==> src/rtl/multicycle_controller.sv <==
// rtl/multicycle_controller.sv - Moore FSM main control unit for the multi-cycle RISC-V core
module multicycle_controller (
    input  logic       clk,
    input  logic       rst_n,
    input  logic [6:0] opcode,
    input  logic [2:0] funct3,
    input  logic       funct7_5,
    input  logic       zero,
    output logic       PCWrite,
    output logic       AdrSrc,
    output logic       MemWrite,
    output logic       IRWrite,
    output logic [1:0] ResultSrc,
    output logic [1:0] ALUSrcA,
    output logic [1:0] ALUSrcB,
    output logic       RegWrite,
    output logic [1:0] ImmSrc,
    output logic [2:0] ALU_Control
);

    localparam logic [3:0] S_FETCH    = 4'd0;
    localparam logic [3:0] S_DECODE   = 4'd1;
    localparam logic [3:0] S_MEMADR   = 4'd2;
    localparam logic [3:0] S_MEMREAD  = 4'd3;
    localparam logic [3:0] S_MEMWB    = 4'd4;
    localparam logic [3:0] S_MEMWRITE = 4'd5;
    localparam logic [3:0] S_EXECR    = 4'd6;
    localparam logic [3:0] S_EXECI    = 4'd7;
    localparam logic [3:0] S_ALUWB    = 4'd8;
    localparam logic [3:0] S_BEQ      = 4'd9;
    localparam logic [3:0] S_JAL      = 4'd10;

    localparam logic [6:0] OP_LOAD   = 7'b0000011;
    localparam logic [6:0] OP_STORE  = 7'b0100011;
    localparam logic [6:0] OP_RTYPE  = 7'b0110011;
    localparam logic [6:0] OP_ITYPE  = 7'b0010011;
    localparam logic [6:0] OP_BRANCH = 7'b1100011;
    localparam logic [6:0] OP_JAL    = 7'b1101111;

    logic [3:0] state_q;
    logic [3:0] state_d;
    logic [1:0] alu_op;
    logic       branch;
    logic       pc_update;

    // State register; reset forces FETCH without waiting for a clock edge
    always_ff @(posedge clk or negedge rst_n) begin
        if (!rst_n) begin
            state_q <= S_FETCH;
        end else begin
            state_q <= state_d;
        end
    end

    // Next-state logic; any unused encoding falls back to FETCH
    always_comb begin
        state_d = S_FETCH;
        case (state_q)
            S_FETCH: state_d = S_DECODE;
            S_DECODE: begin
                case (opcode)
                    OP_LOAD, OP_STORE: state_d = S_MEMADR;
                    OP_RTYPE:          state_d = S_EXECR;
                    OP_ITYPE:          state_d = S_EXECI;
                    OP_BRANCH:         state_d = S_BEQ;
                    OP_JAL:            state_d = S_JAL;
                    default:           state_d = S_FETCH;
                endcase
            end
            S_MEMADR:   state_d = opcode[5] ? S_MEMWRITE : S_MEMREAD;
            S_MEMREAD:  state_d = S_MEMWB;
            S_MEMWB:    state_d = S_FETCH;
            S_MEMWRITE: state_d = S_FETCH;
            S_EXECR:    state_d = S_ALUWB;
            S_EXECI:    state_d = S_ALUWB;
            S_ALUWB:    state_d = S_FETCH;
            S_BEQ:      state_d = S_FETCH;
            S_JAL:      state_d = S_ALUWB;
            default:    state_d = S_FETCH;
        endcase
    end

    // Moore output decode: every select and enable depends on the state alone
    always_comb begin
        AdrSrc    = 1'b0;
        MemWrite  = 1'b0;
        IRWrite   = 1'b0;
        ResultSrc = 2'b00;
        ALUSrcA   = 2'b00;
        ALUSrcB   = 2'b00;
        RegWrite  = 1'b0;
        alu_op    = 2'b00;
        branch    = 1'b0;
        pc_update = 1'b0;
        case (state_q)
            S_FETCH: begin
                IRWrite   = 1'b1;
                ALUSrcB   = 2'b10;
                ResultSrc = 2'b10;
                pc_update = 1'b1;
            end
            S_DECODE: begin
                // PC-relative target precomputed into ALUOut for a possible branch
                ALUSrcA = 2'b01;
                ALUSrcB = 2'b01;
            end
            S_MEMADR: begin
                ALUSrcA = 2'b10;
                ALUSrcB = 2'b01;
            end
            S_MEMREAD: begin
                AdrSrc = 1'b1;
            end
            S_MEMWB: begin
                ResultSrc = 2'b01;
                RegWrite  = 1'b1;
            end
            S_MEMWRITE: begin
                AdrSrc   = 1'b1;
                MemWrite = 1'b1;
            end
            S_EXECR: begin
                ALUSrcA = 2'b10;
                alu_op  = 2'b10;
            end
            S_EXECI: begin
                ALUSrcA = 2'b10;
                ALUSrcB = 2'b01;
                alu_op  = 2'b10;
            end
            S_ALUWB: begin
                RegWrite = 1'b1;
            end
            S_BEQ: begin
                ALUSrcA = 2'b10;
                alu_op  = 2'b01;
                branch  = 1'b1;
            end
            S_JAL: begin
                ALUSrcA   = 2'b01;
                ALUSrcB   = 2'b10;
                pc_update = 1'b1;
            end
            default: begin
                alu_op = 2'b00;
            end
        endcase
    end

    // PC enable: unconditional update or taken branch; zero flows straight through
    always_comb begin
        PCWrite = pc_update | (branch & zero);
    end

    // ALU operation decode; subtract only for R-type with funct7[5] set
    always_comb begin
        ALU_Control = 3'b010;
        case (alu_op)
            2'b00: ALU_Control = 3'b010;
            2'b01: ALU_Control = 3'b011;
            default: begin
                case (funct3)
                    3'b000:  ALU_Control = (opcode[5] & funct7_5) ? 3'b011 : 3'b010;
                    3'b010:  ALU_Control = 3'b110;
                    3'b110:  ALU_Control = 3'b100;
                    3'b111:  ALU_Control = 3'b101;
                    default: ALU_Control = 3'b000;
                endcase
            end
        endcase
    end

    // Immediate format select straight from the opcode
    always_comb begin
        case (opcode)
            OP_STORE:  ImmSrc = 2'b01;
            OP_BRANCH: ImmSrc = 2'b10;
            OP_JAL:    ImmSrc = 2'b11;
            default:   ImmSrc = 2'b00;
        endcase
    end

endmodule

==> config.mk <==
export PLATFORM = sky130hd
export DESIGN_NAME = multicycle_controller
export DESIGN_NICKNAME = d
export VERILOG_FILES = /design/src/rtl/multicycle_controller.sv
export SDC_FILE = /design/constraint.sdc
export NUM_CORES = 1
export LEC_CHECK = 0
export ABC_AREA = 1
export CORE_AREA = 8 8 45 47
export CTS_CLUSTER_DIAMETER = 100
export DETAILED_ROUTE_END_ITERATION = 6
export DIE_AREA = 0 0 53 55
export GPL_ROUTABILITY_DRIVEN = 0
export PLACE_DENSITY = 0.76
export SLEW_MARGIN = 20
export SYNTH_ARGS = -nofsm -noshare
export SYNTH_HDL_FRONTEND = slang
export SYNTH_SLANG_ARGS = --single-unit
==> constraint.sdc <==
create_clock -name clk -period 2.9 [get_ports clk]
set_clock_uncertainty 0.2 [all_clocks]
set_input_delay 0.29 -clock clk [delete_from_list [all_inputs] [get_ports clk]]
set_output_delay 0.29 -clock clk [all_outputs]
set_load 0.005 [all_outputs]
==> flow_summary.ini, run 1 <==
[cts]
holdBufCountCts = 0
post-cts-setup-buffer-count = 0
cts.clk_slew.worst_paths_ps = 40
htree_levels = 1
numCtsBuffers = 3
clk_path_buf_depth = 2
cts_tree = built
cts-resized-gates = 0
numClockSinks = 4
clock-root-buffer = clkbuf_4
clock_latency_ps = 230

[setup_path]
crit_buf_inv = 2
cpLargestDelayFamily = buffers and inverters
path_cells = clkdlybuf4s50_1 -> nand2_1 -> nor2_1 -> a21boi_0 -> clkdlybuf4s50_1
timing.critical_path.to_type = output pin
critical_path_class = primary input to output pin
worst_setup_path_start_kind = primary input
cpPeakStageDelay_ps = 540
cp_max_fo = 4
arrival_ps = 1890
critical_path.slowest_cell = clkdlybuf4s50_1
crit_top_cell = clkdlybuf4s50_1
critPathRequiredTime_ps = 2410

[logic_synthesis]
syn_nets = 96
netlist_area_sq_um = 440
ys_warn_count = 0
yosysSeqAreaShare_pct = 22.7
avgSynthCellArea_sq_um = 5.37
syn_inst = 82
synth_seq_cells = 4
yosysUniqueCellTypes = 16

[power_and_ir_drop]
p_per_area_nw_per_um2 = 498
p_leak_nw = 0.375
vdd_drop_max_mv = 0.250

[placement]
place_ws_ps = 547
dpl.hpwl_um = 1220
portBuffers = 29

[timing]
fin_ws_ps = 524
setup_viol = 0
slew_violations = 0
rsz0062_at_grt = false
period_minus_slack_ps = 2380
tightest_slew_ps = 319
timing.final.crit_share_pct = 81.9
hold_viol = 0
clock.fmax_mhz = 421
slew_headroom_pct = 78.6
tns_ps = 0

[cells_and_area]
layout_common_cells = clkdlybuf4s50_1, nand2_1, nor2_1
layout_commonest_cell = clkdlybuf4s50_1
largest_reg_flops = 4
drive_gt1_share_pct = 6.19
top_regs = state_q: 4 flops
top_register = state_q
syn_to_final_growth_pct = 73.9
n_antenna_cell = 0
layout.nets = 129

[detailed_routing]
wl_per_cell_um = 10.7
ant_nets = 0
drtPass1Iterations = 4
drc = 0
viasPerCell = 4.74
num_vias = 612
drt_iter0_markers = 13
drt_wl_total_um = 1380

[floorplan]
io_pins = 30
num_rows = 14
die_area_sq_um = 2920
start_util_pct = 31.8
core_area_sq_um = 1380
die_y_um = 55
die_x_um = 53

[global_routing]
overflow = 0
grt_start_max_net_pins = 8
grt_pass1_wl_um = 2310
grt_antenna_before_repair = 0
grt_pass1_vias = 565
grt.total_usage_pct = 10.5

[job]
maxCapViolations = 0

[outcome]
status = finished clean

[min_path]
hold_class = primary input to async pin
[final cells by class]
| class | instances | area [sq um] |
|---|---|---|
| clock buffer | 3 | 22.5 |
| fill | 145 | 618 |
| inverter | 13 | 48.8 |
| multi-input combinational | 64 | 284 |
| sequential | 4 | 100 |
| tap | 16 | 20.0 |
| timing repair buffer | 29 | 290 |
[stage by stage]
step	cell area (sq um)	cells	power, mW	hold slack [ps]	util [%]
floorplan	440	82	0.188	-206	-
global placement	743	126	0.316	298	53.7
detailed placement	743	126	0.319	303	53.7
CTS	766	129	0.390	50.8	55.3
global route	766	129	0.423	45.1	55.3
finish	766	129	0.381	52.5	55.3
[power by group]
| part | total, mW | leakage (nW) | switching (mW) | internal [mW] |
|---|---|---|---|---|
| Sequential | 0.0803 | 0.0535 | 0.0154 | 0.0650 |
| Clock | 0.0677 | 0.0138 | 0.0215 | 0.0462 |
| Combinational | 0.233 | 0.307 | 0.104 | 0.130 |
| Total | 0.381 | 0.375 | 0.140 | 0.241 |
[worst register-to-register path: stages, from the launching register on]
cell	delay, ps
dfrtp_1	400
nor2_1	280
nand2_2	140
nor2_2	120
o21ai_1	70
nand2_1	70
[final timing paths]
| check | startpoint | end | slack (ps) | cells past startpoint |
|---|---|---|---|---|
| worst max-delay path | opcode[5] | ImmSrc[1] | 520 | 5 |
| worst min-delay path | rst_n | state_q[3] | 50 | 1 |
| worst max register to register | state_q[2] | state_q[0] | 1560 | 5 |
| worst min register to register | state_q[3] | state_q[2] | 400 | 3 |
| max in group asynchronous | rst_n | state_q[2] | 2280 | 1 |
| min in group clk | state_q[3] | state_q[2] | 400 | 3 |
[synthesized netlist by cell type, drive strengths merged]
library cell / n / area share [%]
a21boi: 1 / 1.7
a21oi: 2 / 2.3
buf: 1 / 1.7
dfrtp: 4 / 23
inv: 13 / 11
nand2: 28 / 24
nand3: 9 / 10
nor2: 15 / 15
nor3: 2 / 2.3
o211ai: 1 / 1.7
o21ai: 6 / 6.8
[cell families after synthesis]
| family | count (synthesis) | share of synthesized area, % |
|---|---|---|
| buf+inv | 14 | 12.8 |
| flops | 4 | 22.7 |
| simple gates | 54 | 52.0 |
| compound gates | 10 | 12.5 |
[per-layer routing]
metal	track usage (%)	vias up	part of all wire (%)
met5	0	-	0
met4	5.17	0	0.51
met3	6.15	2	12
met2	18.8	25	50
met1	9.33	263	37
li1	-	322	-
Note: power is estimated with default switching activity, not from simulation.
==> run 2, diff against run 1 <==
--- a/config.mk
+++ b/config.mk
@@ -6,12 +6,12 @@
 export NUM_CORES = 1
 export LEC_CHECK = 0
 export ABC_AREA = 1
-export CORE_AREA = 8 8 45 47
+export CORE_AREA = 8 8 48 50
 export CTS_CLUSTER_DIAMETER = 100
 export DETAILED_ROUTE_END_ITERATION = 6
-export DIE_AREA = 0 0 53 55
+export DIE_AREA = 0 0 56 58
 export GPL_ROUTABILITY_DRIVEN = 0
-export PLACE_DENSITY = 0.76
+export PLACE_DENSITY = 0.69
 export SLEW_MARGIN = 20
 export SYNTH_ARGS = -nofsm -noshare
 export SYNTH_HDL_FRONTEND = slang
==> constraint.sdc (replaced) <==
create_clock -name clk -period 1.95 [get_ports clk]
set_clock_uncertainty 0.2 [all_clocks]
set_input_delay 0.195 -clock clk [delete_from_list [all_inputs] [get_ports clk]]
set_output_delay 0.195 -clock clk [all_outputs]
set_load 0.005 [all_outputs]
==> run 2 against run 1 <==
  * First-iteration DRC count decreased by 77%
  * Highest routed layer unchanged
  * Sequential power increased by 68%
  * Clock-buffer cell count unchanged
  * Non-clock buffer count increased by 14
  * Sequential cell count unchanged
  * Wire length increased by 20%
==> flow_summary.ini, run 2 (synthesis gave the netlist of run 1 again) <==
[outcome]
status = finished clean

[placement]
dpl.hpwl_um = 1260
place_inst = 134
portBuffers = 29

[setup_path]
cpPeakStageDelay_ps = 510
path_cells = nor2_4 -> nand2_2 -> inv_1 -> clkdlybuf4s50_1
cp.depth = 4
worst_setup_path_start_kind = flop
critPathRequiredTime_ps = 1550
critical_path_class = flop to output pin
timing.critical_path.to_type = output pin
rr_startpoint = state_q[1]
critical_path.slowest_cell = clkdlybuf4s50_1
arrival_ps = 1520
r2r_slack_ps = 510
cp_max_fo = 7
r2r_end = state_q[0]
crit_buf_inv = 2
rr_worst_depth = 7
cpLargestDelayFamily = buffers and inverters

[power_and_ir_drop]
combPwrFrac_pct = 61.2
internal-power_uw = 371
finalPower_uw = 616
p_leak_nw = 0.529
p_seq_share_pct = 22.0
p_per_area_nw_per_um2 = 664
p_clk_share_pct = 16.9
vdd_drop_max_mv = 0.307
p_sw_uw = 245
switching_share_pct = 39.8

[floorplan]
io_pins = 30
die_area_sq_um = 3250
core_area_sq_um = 1610
die_x_um = 56
start_util_pct = 27.3
num_rows = 15
die_y_um = 58

[cts]
clock_latency_ps = 240
numClockSinks = 4
cts_tree = built
numCtsBuffers = 3
cts.clk_slew.worst_paths_ps = 30
htree_levels = 1
clk_path_buf_depth = 2
clock-root-buffer = clkbuf_4

[global_routing]
overflow = 0
grt.total_usage_pct = 9.76
grt_pass1_vias = 674
grt_start_max_net_pins = 8
grt_pass1_wl_um = 2730
grt_antenna_before_repair = 0

[cells_and_area]
top_register = state_q
regArea_sq_um = 103
n_antenna_cell = 0
fillers = 161
layout_common_cells = nand2_1, clkdlybuf4s50_1, buf_4
layout.nets = 143
top_regs = state_q: 4 flops
finalCoreUtilization_pct = 57.5
syn_to_final_growth_pct = 111
final_cell_count_no_fill = 144
layout_commonest_cell = nand2_1
largest_reg_flops = 4
multi_input_area_sq_um = 339
drive_gt1_share_pct = 27.6

[timing]
slew_violations = 0
tightest_slew_ps = 197
tns_ps = 0
hold_viol = 0
hold_slack_ps = 234
slew_headroom_pct = 86.8
setup_viol = 0
clock.fmax_mhz = 523
period_minus_slack_ps = 1910
timing.final.crit_share_pct = 98.0

[min_path]
holdCritStartpoint = opcode[5]
hold_class = primary input to flop
hold_path_depth = 3
min_to = state_q[2]

[detailed_routing]
wl_per_cell_um = 11.5
num_vias = 666
drtPass1Iterations = 2
drc = 0
viasPerCell = 4.63
drt_wl_total_um = 1650
ant_nets = 0
drt_iter0_markers = 3

[job]
maxCapViolations = 0
-- run 2: changes by cell type in the layout (fill, tap and decap cells not counted), moves of 5 or more --
| cell | before | now |
|---|---|---|
| dlymetal6s2s_1 | 0 | 5 |
| nor2_1 | 13 | 6 |
| dlygate4sd2_1 | 0 | 9 |
| nor2_4 | 1 | 7 |
| clkdlybuf4s50_1 | 29 | 14 |
| buf_4 | 0 | 13 |
-- run 2: worst max-delay path by stage --
stage,startpoint,end,slack (ps)
after floorplan,state_q[3],ResultSrc[1],620
after global placement,opcode[5],ImmSrc[0],-90
after detailed placement,opcode[5],ImmSrc[0],-190
after CTS,opcode[4],ImmSrc[0],-110
after global routing,state_q[0],ResultSrc[1],-30
final,state_q[0],IRWrite,40
-- run 2: metrics by stage --
| stage | area (sq um) | worst slack [ps] |
|---|---|---|
| 2_1_floorplan | 440 | 624 |
| 3_3_place_gp | 797 | -90.4 |
| 3_5_place_dp | 797 | -195 |
| 4_1_cts | 867 | -107 |
| 5_1_grt | 928 | -29.4 |
| 6_report | 928 | 38.5 |
-- run 2: timing repair --
action | in CTS | in global routing
setup buffers | 2 | 4
pin swaps | 2 | 3
endpoints found under the hold margin | 4 | 0
gates resized for setup | 23 | 14
hold buffers | 1 | 0
endpoints found under the setup margin | 15 | 8
cloned | 0 | 0
-- run 2: power by group through the flow --
| stage | Clock [mW] | Sequential [mW] | Combinational [mW] |
|---|---|---|---|
| final | 0.104 | 0.135 | 0.377 |
| after CTS | 0.104 | 0.124 | 0.375 |
| after global placement | 0 | 0.120 | 0.358 |
| after floorplan | 0 | 0.116 | 0.164 |
| after detailed placement | 0 | 0.119 | 0.363 |
| after global routing | 0.110 | 0.137 | 0.423 |
-- run 2: area by class of cell --
class                   count  share of cell area, %
inverters                  13                   5.26
multi-input cells          64                   36.5
repair buffers             43                   42.5
clock buffers               3                   2.43
flip-flops and latches      4                   11.1
well taps                  17                   2.29
-- run 2: layer usage --
metal	vias to the layer above	routed length (um)	share of wire, %	GRT usage, %
met5	-	0	0	0
li1	348	-	-	-
met4	0	19	1.2	3.09
met1	291	644	39	9.69
met3	3	134	8.1	3.49
met2	24	852	52	18.4
-- run 2: tightest hold or removal path, stage by stage --
cell	delay, ps
dlygate4sd2_1	260
o21ai_0	110
nand2_1	70
==> run 3, diff against run 2 <==
--- a/config.mk
+++ b/config.mk
@@ -11,7 +11,7 @@
 export DETAILED_ROUTE_END_ITERATION = 6
 export DIE_AREA = 0 0 56 58
 export GPL_ROUTABILITY_DRIVEN = 0
-export PLACE_DENSITY = 0.69
+export PLACE_DENSITY_LB_ADDON = 0.25
 export SLEW_MARGIN = 20
 export SYNTH_ARGS = -nofsm -noshare
 export SYNTH_HDL_FRONTEND = slang
==> run 3 against run 2 <==
  * The flow now finishes with violations (setup timing)
  * First-iteration DRC count grew 130%
  * Sequential share of layout area grew 0.34 points
  * Worst setup slack lost 44 ps
  * Total power shrank 2.2%
  * Clock-buffer cell count is the same
  * Register-to-register slack gained 70 ps
  * Final cell count shrank 2.1%
  * Clock power shrank 4%
  * Worst hold slack gained 20 ps
  * Wire length shrank 6.1%
  * Combinational power shrank 1%
  * Largest cell class unchanged
  * Largest power group unchanged
==> flow_summary.ini, run 3 (synthesis gave the netlist of run 1 again) <==
[placement]
portBuffers = 29
dpl.hpwl_um = 1250
post_dp_cell_area_sq_um = 797

[timing]
fin_ws_ps = -5.70
period_minus_slack_ps = 1960
setup_viol = 1
slew_violations = 0
rsz0062_at_grt = true
hold_viol = 0
clock.fmax_mhz = 511
timing.final.crit_share_pct = 100
tightest_slew_ps = 238
slew_headroom_pct = 84.0

[floorplan]
die_y_um = 58
num_rows = 15
die_x_um = 56
core_area_sq_um = 1610
die_area_sq_um = 3250
start_util_pct = 27.3
io_pins = 30

[global_routing]
grt_pass1_vias = 660
grt_antenna_before_repair = 0
overflow = 0
grt_pass1_wl_um = 2590
grt_start_max_net_pins = 8
grt.total_usage_pct = 9.42

[cells_and_area]
n_antenna_cell = 0
design_area_sq_um = 901
regArea_sq_um = 103
multi_input_area_sq_um = 324
finalCoreUtilization_pct = 55.8
top_regs = state_q: 4 flops
syn_to_final_growth_pct = 105
drive_gt1_share_pct = 22.6
layout_commonest_cell = nand2_1
fillers = 174
layout_common_cells = nand2_1, clkdlybuf4s50_1, inv_1
top_register = state_q
layout.nets = 140
largest_reg_flops = 4

[detailed_routing]
drtPass1Iterations = 4
wl_per_cell_um = 11.0
ant_nets = 0
num_vias = 646
drt_wl_total_um = 1550
drc = 0
viasPerCell = 4.58
drt_iter0_markers = 7

[outcome]
status = finished, violations left
violations = setup timing

[setup_path]
worst_setup_path_start_kind = flop
critical_path_class = flop to output pin
arrival_ps = 1560
timing.critical_path.to_type = output pin
cp_max_fo = 5
critPathRequiredTime_ps = 1550

[power_and_ir_drop]
finalPower_uw = 602
p_leak_nw = 0.538
vdd_drop_max_mv = 0.377
p_per_area_nw_per_um2 = 669

[cts]
clk_path_buf_depth = 2
numCtsBuffers = 3
clock-root-buffer = clkbuf_4
cts.clk_slew.worst_paths_ps = 40
numClockSinks = 4
cts_tree = built
htree_levels = 1
clock_latency_ps = 230

[job]
maxCapViolations = 0

[min_path]
hold_class = primary input to flop
## run 3: changes by cell type in the layout (fill, tap and decap cells not counted), sizes merged
cell | before | now
dlymetal6s2s | 5 | 6
buf | 13 | 10
clkdlybuf4s50 | 14 | 16
dlygate4sd2 | 9 | 7
clkbuf | 4 | 3
## run 3: cell type report
cell class / count / share of cell area [%]
Clock buffer: 3 / 2.50
Inverter: 13 / 5.42
Sequential cell: 4 / 11.4
Timing Repair Buffer: 40 / 42.4
Multi-Input combinational cell: 64 / 36.0
Tap cell: 17 / 2.36
## run 3: final timing paths
kind / start / endpoint / slack, ps / cells after the start
worst min register to register: state_q[0] / state_q[2] / 450 / 2
max in group asynchronous: rst_n / state_q[2] / 840 / 2
worst max register to register: state_q[1] / state_q[0] / 580 / 7
min in group asynchronous: rst_n / state_q[3] / 530 / 2
worst min-delay path: opcode[5] / state_q[2] / 250 / 3
worst max-delay path: state_q[2] / PCWrite / -6 / 4
## run 3: where the power goes
part	switching, mW	internal (mW)
clock network	0.0310	0.0687
logic	0.165	0.207
registers	0.0313	0.0991
## run 3: per-layer routing
metal  share of wire, %  track usage (%)  wire length (um)
met3                7.7             3.49               119
met5                  0                0                 0
met4                  0             5.15                 0
met2                 52             17.6               811
met1                 40             8.60               621
## run 3: per-stage QoR
| step | instances | TNS, ps | setup WS (ps) | hold slack [ps] |
|---|---|---|---|---|
| CTS | 139 | -144 | -41.0 | 246 |
| detailed placement | 134 | -411 | -173 | 208 |
| global placement | 134 | -234 | -96.0 | 201 |
| floorplan | 82 | 0 | 624 | -301 |
| finish | 141 | -5.70 | -5.70 | 254 |
| global route | 141 | -271 | -75.2 | 294 |
## run 3: what timing repair did
action / CTS / global route
setup endpoints to repair: 14 / 10
pin swaps: 0 / 2
hold buffers: 1 / 0
hold endpoints to repair: 4 / 0
gates resized for setup: 17 / 11
buffers inserted: 1 / 2
## run 3: worst max-delay path: stages, from the launching register on
cell and delay, ps:
dfrtp_2 450, nor2_4 170, nand2_1 110, nand3_1 90
clkdlybuf4s50_1 510
